==> src/rtl/sonar_pkg.sv <==
// Shared types and helpers for the sonar sweep engine.
// State codes, sweep direction constants and counter sizing.
package sonar_pkg;

  typedef enum logic [3:0] {
    INICIAL     = 4'd0,
    POSICIONA   = 4'd1,
    DISPARA     = 4'd2,
    ESPERA_ECHO = 4'd3,
    MEDE        = 4'd4,
    ENVIA       = 4'd5,
    PROXIMA     = 4'd6
  } estado_t;

  localparam logic DIR_UP   = 1'b0;
  localparam logic DIR_DOWN = 1'b1;

  // Bits needed to count 0..max-1 for the largest of four cycle counts.
  function automatic int cnt_width(
    input int a,
    input int b,
    input int c,
    input int d
  );
    int m;
    m = a;
    if (b > m) m = b;
    if (c > m) m = c;
    if (d > m) m = d;
    return (m < 2) ? 1 : $clog2(m);
  endfunction

endpackage

==> src/rtl/sonar_medidor_echo.sv <==
// Echo edge detection, cm counting with saturation and timeout.
// Define SONAR_ECHO_SYNC_EN to add a 2-flop echo synchroniser.
import sonar_pkg::*;

module sonar_medidor_echo #(
  parameter int DIST_W         = 12,
  parameter int CYCLES_PER_CM  = 2941,
  parameter int TIMEOUT_CYCLES = 1500000,
  parameter int MAX_CM         = 400
) (
  input  logic              clock,
  input  logic              reset,
  input  logic              start,
  input  logic              echo,
  output logic              subida,
  output logic              fim,
  output logic              timeout,
  output logic [DIST_W-1:0] medida
);

  localparam int TW = cnt_width(TIMEOUT_CYCLES, 1, 1, 1);
  localparam int SW = cnt_width(CYCLES_PER_CM, 1, 1, 1);

  typedef enum logic [1:0] {
    M_LIVRE,
    M_ESPERA,
    M_MEDE
  } fase_t;

  fase_t             fase_q, fase_d;
  logic [TW-1:0]     cnt_q, cnt_d;
  logic [SW-1:0]     sub_q, sub_d;
  logic [DIST_W-1:0] cm_q, cm_d;
  logic              e, e_q;
  logic              rise;
  logic              conta;

`ifdef SONAR_ECHO_SYNC_EN
  logic [1:0] sync_q;

  always_ff @(posedge clock) begin
    if (reset) sync_q <= '0;
    else       sync_q <= {sync_q[0], echo};
  end

  assign e = sync_q[1];
`else
  assign e = echo;
`endif

  assign rise   = e & ~e_q;
  assign medida = cm_q;

  always_comb begin
    fase_d  = fase_q;
    cnt_d   = cnt_q;
    sub_d   = sub_q;
    cm_d    = cm_q;
    subida  = 1'b0;
    fim     = 1'b0;
    timeout = 1'b0;
    conta   = 1'b0;
    unique case (fase_q)
      M_LIVRE: begin
        if (start) begin
          fase_d = M_ESPERA;
          cnt_d  = '0;
          sub_d  = '0;
          cm_d   = '0;
        end
      end
      M_ESPERA: begin
        if (rise) begin
          subida = 1'b1;
          fase_d = M_MEDE;
          cnt_d  = '0;
          conta  = 1'b1;
        end else if (cnt_q == TW'(TIMEOUT_CYCLES - 1)) begin
          fim     = 1'b1;
          timeout = 1'b1;
          fase_d  = M_LIVRE;
        end else begin
          cnt_d = cnt_q + 1'b1;
        end
      end
      M_MEDE: begin
        if (!e) begin
          fim    = 1'b1;
          fase_d = M_LIVRE;
        end else if (cnt_q == TW'(TIMEOUT_CYCLES - 1)) begin
          fim     = 1'b1;
          timeout = 1'b1;
          fase_d  = M_LIVRE;
        end else begin
          cnt_d = cnt_q + 1'b1;
          conta = 1'b1;
        end
      end
      default: fase_d = M_LIVRE;
    endcase
    // The rise cycle counts as the first echo-high cycle.
    if (conta) begin
      if (sub_q == SW'(CYCLES_PER_CM - 1)) begin
        sub_d = '0;
        if (cm_q != DIST_W'(MAX_CM)) cm_d = cm_q + 1'b1;
      end else begin
        sub_d = sub_q + 1'b1;
      end
    end
  end

  always_ff @(posedge clock) begin
    if (reset) begin
      fase_q <= M_LIVRE;
      cnt_q  <= '0;
      sub_q  <= '0;
      cm_q   <= '0;
      e_q    <= 1'b0;
    end else begin
      fase_q <= fase_d;
      cnt_q  <= cnt_d;
      sub_q  <= sub_d;
      cm_q   <= cm_d;
      e_q    <= e;
    end
  end

endmodule

==> src/rtl/sonar_varredura.sv <==
// Sonar sweep engine: servo stepping, trigger, result handshake.
// Optional echo synchroniser via SONAR_ECHO_SYNC_EN (in the medidor).
import sonar_pkg::*;

module sonar_varredura #(
  parameter int N_POS          = 8,
  parameter int POS_W          = 3,
  parameter int DIST_W         = 12,
  parameter int CYCLES_PER_CM  = 2941,
  parameter int TRIGGER_CYCLES = 500,
  parameter int SETTLE_CYCLES  = 25000000,
  parameter int TIMEOUT_CYCLES = 1500000,
  parameter int MAX_CM         = 400
) (
  input  logic              clock,
  input  logic              reset,
  input  logic              ligar,
  input  logic              modo,
  input  logic              echo,
  output logic              trigger,
  output logic [POS_W-1:0]  posicao,
  output logic [DIST_W-1:0] medida,
  output logic [POS_W-1:0]  medida_pos,
  output logic              medida_timeout,
  output logic              medida_valid,
  input  logic              medida_ready,
  output logic              fim_posicao,
  output logic [3:0]        db_estado
);

  localparam int CW = cnt_width(SETTLE_CYCLES, TRIGGER_CYCLES,
                                TIMEOUT_CYCLES, CYCLES_PER_CM);

  localparam logic [POS_W-1:0] P_ULT = POS_W'(N_POS - 1);
  localparam logic [POS_W-1:0] P_PEN = POS_W'(N_POS - 2);

  estado_t           estado_q, estado_d;
  logic [CW-1:0]     cnt_q, cnt_d;
  logic [POS_W-1:0]  posicao_q, posicao_d;
  logic              dir_q, dir_d;
  logic              trigger_q, trigger_d;
  logic              valid_q, valid_d;
  logic [DIST_W-1:0] medida_q, medida_d;
  logic [POS_W-1:0]  mpos_q, mpos_d;
  logic              mtmo_q, mtmo_d;
  logic              fimpos_q, fimpos_d;

  logic              start;
  logic              subida;
  logic              fim;
  logic              tmo;
  logic [DIST_W-1:0] cm;

  sonar_medidor_echo #(
    .DIST_W         (DIST_W),
    .CYCLES_PER_CM  (CYCLES_PER_CM),
    .TIMEOUT_CYCLES (TIMEOUT_CYCLES),
    .MAX_CM         (MAX_CM)
  ) u_medidor (
    .clock   (clock),
    .reset   (reset),
    .start   (start),
    .echo    (echo),
    .subida  (subida),
    .fim     (fim),
    .timeout (tmo),
    .medida  (cm)
  );

  always_comb begin
    estado_d  = estado_q;
    cnt_d     = cnt_q;
    posicao_d = posicao_q;
    dir_d     = dir_q;
    trigger_d = trigger_q;
    valid_d   = valid_q;
    medida_d  = medida_q;
    mpos_d    = mpos_q;
    mtmo_d    = mtmo_q;
    fimpos_d  = 1'b0;
    start     = 1'b0;
    unique case (estado_q)
      INICIAL: begin
        if (ligar) begin
          estado_d = POSICIONA;
          cnt_d    = '0;
        end
      end
      POSICIONA: begin
        if (cnt_q == CW'(SETTLE_CYCLES - 1)) begin
          estado_d  = DISPARA;
          cnt_d     = '0;
          trigger_d = 1'b1;
        end else begin
          cnt_d = cnt_q + 1'b1;
        end
      end
      DISPARA: begin
        if (cnt_q == CW'(TRIGGER_CYCLES - 1)) begin
          estado_d  = ESPERA_ECHO;
          cnt_d     = '0;
          trigger_d = 1'b0;
          start     = 1'b1;
        end else begin
          cnt_d = cnt_q + 1'b1;
        end
      end
      ESPERA_ECHO, MEDE: begin
        if (fim) begin
          estado_d = ENVIA;
          valid_d  = 1'b1;
          medida_d = tmo ? DIST_W'(MAX_CM) : cm;
          mtmo_d   = tmo;
          mpos_d   = posicao_q;
        end else if (subida) begin
          estado_d = MEDE;
        end
      end
      ENVIA: begin
        if (medida_ready) begin
          estado_d = PROXIMA;
          valid_d  = 1'b0;
          fimpos_d = (posicao_q == P_ULT) ||
                     (posicao_q == '0 && dir_q == DIR_DOWN);
        end
      end
      PROXIMA: begin
        estado_d = ligar ? POSICIONA : INICIAL;
        cnt_d    = '0;
        if (!modo) begin
          dir_d     = DIR_UP;
          posicao_d = (posicao_q == P_ULT) ? '0 : posicao_q + 1'b1;
        end else if (dir_q == DIR_UP) begin
          // Turn around without repeating the end index.
          if (posicao_q == P_ULT) begin
            dir_d     = DIR_DOWN;
            posicao_d = P_PEN;
          end else begin
            posicao_d = posicao_q + 1'b1;
          end
        end else begin
          if (posicao_q == '0) begin
            dir_d     = DIR_UP;
            posicao_d = POS_W'(1);
          end else begin
            posicao_d = posicao_q - 1'b1;
          end
        end
      end
      default: estado_d = INICIAL;
    endcase
  end

  always_ff @(posedge clock) begin
    if (reset) begin
      estado_q  <= INICIAL;
      cnt_q     <= '0;
      posicao_q <= '0;
      dir_q     <= DIR_UP;
      trigger_q <= 1'b0;
      valid_q   <= 1'b0;
      medida_q  <= '0;
      mpos_q    <= '0;
      mtmo_q    <= 1'b0;
      fimpos_q  <= 1'b0;
    end else begin
      estado_q  <= estado_d;
      cnt_q     <= cnt_d;
      posicao_q <= posicao_d;
      dir_q     <= dir_d;
      trigger_q <= trigger_d;
      valid_q   <= valid_d;
      medida_q  <= medida_d;
      mpos_q    <= mpos_d;
      mtmo_q    <= mtmo_d;
      fimpos_q  <= fimpos_d;
    end
  end

  assign trigger        = trigger_q;
  assign posicao        = posicao_q;
  assign medida         = medida_q;
  assign medida_pos     = mpos_q;
  assign medida_timeout = mtmo_q;
  assign medida_valid   = valid_q;
  assign fim_posicao    = fimpos_q;
  assign db_estado      = estado_q;

endmodule

==> config.mk <==
export PLATFORM = sky130hd
export DESIGN_NAME = sonar_varredura
export DESIGN_NICKNAME = d
export VERILOG_FILES = /design/src/rtl/sonar_pkg.sv /design/src/rtl/sonar_medidor_echo.sv /design/src/rtl/sonar_varredura.sv
export SDC_FILE = /design/constraint.sdc
export NUM_CORES = 1
export LEC_CHECK = 0
export ABC_AREA = 1
export CAP_MARGIN = 0
export CORE_UTILIZATION = 65
export DETAILED_ROUTE_END_ITERATION = 6
export PLACE_DENSITY = 0.85
export SYNTH_ARGS = -nofsm -noshare
export SYNTH_HDL_FRONTEND = slang
export SYNTH_HIERARCHICAL = 1
export SYNTH_SLANG_ARGS = --single-unit
==> constraint.sdc <==
create_clock -name clock -period 4.35 [get_ports clock]
set_input_delay 1.305 -clock clock [delete_from_list [all_inputs] [get_ports clock]]
set_output_delay 1.305 -clock clock [all_outputs]
set_load 0.01 [all_outputs]
# Yosys cells after proc, flatten, opt, wreduce, memory -nomap -nowiden
# Cells that the tools add are included.
[word_totals]
word_cells = 127
out_inout_bits = 26
ff_bits = 100
input_bits = 6
[op_classes]
n_addsub = 6
eq_ne = 22
n_mux = 60
bitwise = 4
reduce_logical = 20
[op_table]
columns = ["cell", "n"]
rows = [
  ["12-bit two-way mux", 10],
  ["25-bit case mux with 4 select lines", 1],
  ["21-bit two-way mux", 4],
  ["25-bit two-way mux", 3],
  ["21-bit case mux with 3 select lines", 1],
  ["25-bit by 1-bit adder with 25-bit output, second input constant", 1],
  ["25-bit == test, second input constant", 1],
  ["25-bit by 9-bit == test with 1-bit output, second input constant", 1],
  ["12-bit by 1-bit adder with 12-bit output, second input constant", 2],
  ["4-bit two-way mux", 6],
  ["4-bit case mux with 6 select lines", 1],
  ["21-bit by 1-bit adder with 21-bit output, second input constant", 1],
  ["21-bit == test, second input constant", 1],
  ["1-bit two-way mux", 19],
  ["3-bit two-way mux", 5],
  ["2-bit != test, second input constant", 7],
  ["12-bit == test, second input constant", 1],
  ["4-bit by 3-bit == test with 1-bit output, second input constant", 3],
  ["12-bit by 9-bit != test with 1-bit output, second input constant", 1],
  ["1-bit case mux with 2 select lines", 5],
  ["3-bit AND reduction", 3],
  ["4-bit by 2-bit == test with 1-bit output, second input constant", 2],
  ["2-bit two-way mux", 4],
  ["2-bit nonzero test", 4],
  ["21 further kinds", 25],
]

# Depth between registers and ports, before layout
# Gate-level depths: netlist of run 1.
[depth]
ltp_word = 8
depth_mapped = 16
depth_no_buf = 16

# Modules after synthesis
# The synthesis of run 1 kept the hierarchy.
[modules_own_cells]
columns = ["module", "instances", "cells_per_inst", "area_each_um2"]
rows = [
  ["sonar_medidor_echo", 1, 537, 3357.0],
  ["sonar_varredura", 1, 477, 3060.4],
]

# Worst setup path before layout of run 1
# OpenSTA, ideal clock, no wires.
[synth_timing]
path_type = "input-to-reg"
startpoint = "input echo"
endpoint = "register mpos_q[2] (netlist: medida_pos[2])"
setup_slack_ns = 1.781
cell_stages = 9
n_path_buf = 0
arrival_time_ns = 2.449
cell_sequence = "inv_1 > nor2_1 > nor2_1 > o21ai_0 > nor2_1 > nand2_2 > clkinv_1 > o21ai_0 > a21oi_1"
[synth_via]
elab_chain_len = 4
word_cells_on_any_way = 5
cone_classes = "mux: 3; bitwise: 1; reduce/logical: 1"
[synth_rtl]
columns = ["item", "line", "source"]
rows = [
  ["start, declared", "sonar_varredura.sv:19", "input logic echo,"],
  ["1-bit bitwise AND", "sonar_medidor_echo.sv:51", "assign rise = e & ~e_q;"],
  ["1-bit two-way mux", "sonar_medidor_echo.sv:73", "if (rise) begin"],
  ["1-bit case mux with 2 select lines (*)", "sonar_medidor_echo.sv:63", "unique case (fase_q)"],
  ["named net fim", "sonar_varredura.sv:50", "logic fim;"],
  ["2-bit AND reduction (no line) (*)", "--", ""],
  ["end signal, assigned", "sonar_varredura.sv:174", "mpos_q <= mpos_d;"],
  ["end, declared", "sonar_varredura.sv:44", "logic [POS_W-1:0] mpos_q, mpos_d;"],
]
# Mark *: on every way through the listed nets, which the timed path passes. The rest lies on a longest branch.
# A chain may end at the register's enable or synchronous reset.

==> results of run 1 <==
==> per-stage QoR <==
stage	utilization	cells
after floorplan	-	1014
after detailed placement	0.7147	1147
after CTS	0.7352	1162
after global placement	0.7147	1147
final	0.7352	1162
after global routing	0.7352	1162
==> cells in the final DEF, fill, tap and decap left out, drive strengths merged, types with 16 or more instances in the layout <==
cell type / instances
nand2: 296
nor2: 171
inv: 111
dfxtp: 99
nand3: 93
a21oi: 64
o21ai: 30
clkdlybuf4s50: 29
nor3: 23
nand4: 22
xor2: 16
ha: 16
==> worst paths after layout <==
| check | start | endpoint | slack, ns | depth (start not counted) |
|---|---|---|---|---|
| min | trigger | trigger | 0.46 | 2 |
| max | echo | medida[7] | 1.11 | 10 |
| min reg2reg | trigger | trigger | 0.46 | 2 |
| max reg2reg | cnt_q[1] | u_medidor/medida[7] | 1.33 | 14 |
==> sequential cells by signal (all words and copies together) (netlist names) <==
| name | count |
|---|---|
| u_medidor/cnt_q | 21 |
| u_medidor/fase_q | 2 |
| medida_valid | 1 |
| fim_posicao | 1 |
| medida_pos | 3 |
| cnt_q | 25 |
| medida_timeout | 1 |
| u_medidor/sub_q | 12 |
| medida | 12 |
| trigger | 1 |
| u_medidor/medida | 12 |
| posicao | 3 |
| u_medidor/e_q | 1 |
| dir_q | 1 |
| db_estado | 3 |
==> synth_stat cells, drive strengths merged (8+ instances only) <==
master / count
nand2: 296
nor2: 171
inv: 111
dfxtp: 99
nand3: 93
a21oi: 64
o21ai: 30
nor3: 23
nand4: 22
buf: 19
ha: 16
xor2: 16
a22oi: 9
clkbuf: 8
==> logic make-up after synthesis <==
kind of cell / synth area share
simple gates: 0.4303
buf+inv: 0.08929
compound gates: 0.1139
flops: 0.3088
xor+xnor: 0.02593
fa+ha+maj: 0.03119
other cells: 0.0005843
==> layer usage <==
layer,global-route usage,vias to the layer above,routed length [um]
li1,-,3293,-
met1,0.3963,2907,6887
met2,0.5201,190,7261
met3,0.04279,30,853
met4,0.1126,0,345
met5,0,-,0
==> layout make-up <==
type,count,area share
clock buffers,11,0.02043
well taps,129,0.02332
multi-input cells,776,0.5580
inverters,112,0.06074
repair buffers,31,0.04375
flip-flops and latches,99,0.2863
clock inverters,4,0.007411
==> tightest hold or removal path, delay by kind of cell (launching register included) <==
family / cells / cell delay, ns
DFF: 1 / 0.32
buffers and inverters: 1 / 0.05
AOI/OAI and AO/OA: 1 / 0.05
==> power groups by stage <==
stage	clock network (mW)	registers, mW	logic (mW)
after detailed placement	0	0.984	0.391
after floorplan	0	0.978	0.301
after global routing	0.636	0.967	0.436
after global placement	0	0.984	0.384
final	0.593	0.964	0.393
after CTS	0.604	0.963	0.394
==> impl_metrics.toml, run 1 <==
[logic_synthesis]
async_flop_share = 0
synth_area_leaders = "dfxtp_1, nand2_1, nor2_1"
synth_area_per_cell_um2 = 6.329
ys_seq_area_frac = 0.3088
synth_area_mm2 = 0.006417
yosysUniqueCellTypes = 44
synth.largest_area_cell = "dfxtp_1"
synth_warnings = 6
syn_nets = 1036
synth-edff-count = 0
ys_seq_elements = 99
synth_top_area_share = 0.3088
synth_ff_type = "dfxtp_1"
netlist_instances = 1014

[drt]
route.detailed.drc = 0
drt_first_iter_violations = 404
drt_first_pass_iters = 5
avgViaCountPerCell = 5.525
vias = 6420
drt_wl_total_mm = 15.35
post_drt_wl_per_cell_um = 13.21
ant_nets = 0

[sta]
finalClockSkew_ns = 0.01526
slew_headroom = 0.5111
report.final.hold_viol_count = 0
rsz0062_at_grt = "false"
fmaxAchievable_ghz = 0.3083
tightest_slew_ns = 0.7312
hold_ws_ns = 0.4628
period_needed_ns = 3.243
finalCritPeriodShare = 0.7456
setup_viol = 0
slew_viol_final = 0
setup_tns_ns = 0
fin_ws_ns = 1.107

[grt]
grt_remaining_overflow = 0
grt_max_degree = 52
grt_pass1_vias = 5613
antenna_found_initial = 0
grt_first_pass_wirelength_mm = 25.40
grt_util_all_layers = 0.3063

[critical_path]
critPathSlowestCell = "clkdlybuf4s50_1"
path_cells = "clkdlybuf4s50_1 -> inv_1 -> nor2_1 -> nor2_1 -> o21ai_0 -> nor2_1 -> nand2_2 -> clkinv_1 -> o21ai_0 -> nor2_1"
max_stage_delay_ns = 0.49
endpoint_kind = "flip-flop"
critical_path_arrival_ns = 3.50
crit_required_ns = 4.60
crit_buf_inv = 3
cp_common_cell = "nor2_1"
cp-start-kind = "primary input"
crit_fanout = 16
critPathTopFamily = "buffers and inverters"
critPathKind = "in2reg"

[place]
pre_cts_ws_ns = 0.7578
dpl-instance-area_mm2 = 0.006729
dpl.hpwl_mm = 11.00
gp_congestion = 0.9850
portBuffers = 30

[power_and_ir_drop]
comb_power_share = 0.202
pwr_density_cell_mw_per_mm2 = 281.7
p_clk_frac = 0.304
cellInternalPower_mw = 1.334
p_seq_frac = 0.494
netSwitchingFraction = 0.3158
p_switching_mw = 0.6159
peakVddDrop_mv = 0.2184
p_total_mw = 1.950
cellLeakagePower_nw = 2.723

[clock_network]
post_cts_buffers = 0
tritoncts = "done"
cts_max_path_buffers = 2
clock-root-buffer = "clkbuf_8"
h-tree-depth = 3
clock-sinks = 99
ctsResizeCount = 0
cts-hold-fix-buffers = 0
clkTransAtPathRegs_ns = 0.09
cts_made_buffers = 9
clkLatencyLatePin_ns = 0.37

[die]
ios = 32
start_util = 0.6816
row_count = 35
core_mm2 = 0.009415
die_w_um = 101.4
dieArea_mm2 = 0.01027
die_y_um = 101.4

[final_layout]
multi_input_area_mm2 = 0.003862
seq_area_mm2 = 0.001982
area_delta_synth_final_pct = 7.857
diodes = 0
fill_cells = 827
fin_area_mm2 = 0.006922
drive_gt1_frac = 0.07260
finalNetCount = 1051

[outcome]
status = "completed"

[worst_hold_path]
hp-class = "reg2reg"

[run]
cap_violations = 0
(Power assumes the default switching activity.)
==> run 2, diff against run 1 <==
--- a/config.mk
+++ b/config.mk
@@ -7,9 +7,9 @@
 export LEC_CHECK = 0
 export ABC_AREA = 1
 export CAP_MARGIN = 0
-export CORE_UTILIZATION = 65
+export CORE_UTILIZATION = 55
 export DETAILED_ROUTE_END_ITERATION = 6
-export PLACE_DENSITY = 0.85
+export PLACE_DENSITY = 0.77
 export SYNTH_ARGS = -nofsm -noshare
 export SYNTH_HDL_FRONTEND = slang
 export SYNTH_HIERARCHICAL = 1
==> constraint.sdc (replaced) <==
create_clock -name clock -period 2.65 [get_ports clock]
set_input_delay 0.795 -clock clock [delete_from_list [all_inputs] [get_ports clock]]
set_output_delay 0.795 -clock clock [all_outputs]
set_load 0.01 [all_outputs]
==> run 2 against run 1 <==
Against the previous run:
- sequential power up 64%
- critical path depth unchanged
- sequential share of layout area is 1.4 points lower
- power up 85%
- highest routed layer unchanged
==> impl_metrics.toml, run 2 (synthesis results as in run 1) <==
[clock_network]
cts_made_buffers = 9
clock-sinks = 99
clkLatencyLatePin_ns = 0.35
cts-hold-fix-buffers = 0
clkTransAtPathRegs_ns = 0.07
tritoncts = "done"
clock-root-buffer = "clkbuf_16"
h-tree-depth = 3
ctsResizeCount = 0
post_cts_buffers = 0
cts_max_path_buffers = 2

[final_layout]
regMostFlops = "cnt_q"
finalNetCount = 1076
final_cell_mix = "nand2_1, nor2_1, inv_1"
fill_cells = 1093
area_delta_synth_final_pct = 13.28
layout_commonest_cell = "nand2_1"
largestRegisters = "cnt_q x25, u_medidor/cnt_q x21"
largest_reg_flops = 25
fin_area_mm2 = 0.007269
drive_gt1_frac = 0.09915
diodes = 0

[critical_path]
endpoint_kind = "flip-flop"
cp-start-kind = "primary input"
critPathTopFamily = "buffers and inverters"
critical_path_arrival_ns = 2.59
critPathKind = "in2reg"
max_stage_delay_ns = 0.51
crit_buf_inv = 3
crit_fanout = 10
critPathSlowestCell = "clkdlybuf4s50_1"
path_cells = "clkdlybuf4s50_1 -> inv_1 -> nor2_1 -> nor2_1 -> o21ai_0 -> nor2_1 -> nand2_2 -> clkinv_1 -> o21ai_0 -> nor2_1"
cp_common_cell = "nor2_1"
crit_required_ns = 2.89

[power_and_ir_drop]
peakVddDrop_mv = 0.4095
cellLeakagePower_nw = 2.906
p_total_mw = 3.605
pwr_density_cell_mw_per_mm2 = 495.8

[sta]
finalClockSkew_ns = 0.007007
slew_headroom = 0.5508
period_needed_ns = 2.348
fmaxAchievable_ghz = 0.4259
setup_tns_ns = 0
setup_viol = 0
rsz0062_at_grt = "true"
tightest_slew_ns = 0.6730
report.final.hold_viol_count = 0
finalCritPeriodShare = 0.8860
slew_viol_final = 0
hold_ws_ns = 0.4798

[drt]
post_drt_wl_per_cell_um = 13.34
route.detailed.drc = 0
drt_first_iter_violations = 493
ant_nets = 0
vias = 6505
drt_wl_total_mm = 16.03
avgViaCountPerCell = 5.412
drt_first_pass_iters = 5

[grt]
grt_util_all_layers = 0.2781
grt_pass1_vias = 5778
antenna_found_initial = 0
grt_max_degree = 29
grt_remaining_overflow = 0
grt_first_pass_wirelength_mm = 26.22

[die]
die_y_um = 110.0
core_mm2 = 0.01142
die_w_um = 110.0
start_util = 0.5620
row_count = 39
dieArea_mm2 = 0.01210
ios = 32

[worst_hold_path]
hp-class = "reg2reg"

[place]
dpl.hpwl_mm = 11.70
dpl-instance-area_mm2 = 0.006959
gp_congestion = 0.9634
portBuffers = 30

[outcome]
status = "completed"

[run]
cap_violations = 0
[run 2: area by class of cell]
cell class	instances	area, um2	area share
sequential	99	1982	0.2726
clock buffer	9	225.2	0.03098
clock inverter	7	77.57	0.01067
multi-input combinational	776	3870	0.5324
timing repair buffer	56	515.5	0.07091
tap	143	178.9	0.02461
inverter	112	420.4	0.05783
[run 2: through the flow]
stage,setup slack (ns),instances,utilization
2_1_floorplan,0.4519,1014,-
3_3_place_gp,0.02458,1186,0.6095
3_5_place_dp,-0.03041,1186,0.6095
4_1_cts,0.1842,1202,0.6360
5_1_grt,-0.005931,1202,0.6366
6_report,0.3021,1202,0.6366
[run 2: layer usage]
metal,vias to the layer above,track usage,wire (um),part of all wire
met2,176,0.4862,7838,0.49
li1,3360,-,-,-
met3,34,0.05938,676,0.042
met5,-,0,0,0
met4,0,0.1095,403,0.025
met1,2935,0.3311,7116,0.44
[run 2: worst reg2reg max path, stage by stage (launching register included)]
cell	delay, ns
dfxtp_1	0.43
nand2_1	0.13
inv_2	0.11
nand2_2	0.09
nor2_1	0.13
nand3_2	0.15
nor2_1	0.17
nor2_1	0.09
nor2_2	0.15
nand2_2	0.15
nor3_2	0.27
nand2_2	0.14
nor2_1	0.11
nand2_1	0.05
nand2_1	0.05
nor2_1	0.03
[run 2: power breakdown]
part	total (mW)	internal, mW	switching (mW)
Sequential	1.58	1.53	0.0542
Combinational	0.686	0.230	0.456
Clock	1.34	0.738	0.600
[run 2: path summary, 6_finish.rpt]
| path | startpoint | endpoint | slack, ns | cells after the start |
|---|---|---|---|---|
| worst min-delay path | trigger | trigger | 0.48 | 2 |
| worst max-delay path | echo | medida[4] | 0.30 | 10 |
| worst min register to register | trigger | trigger | 0.48 | 2 |
| worst max register to register | cnt_q[6] | u_medidor/cnt_q[15] | 0.30 | 15 |
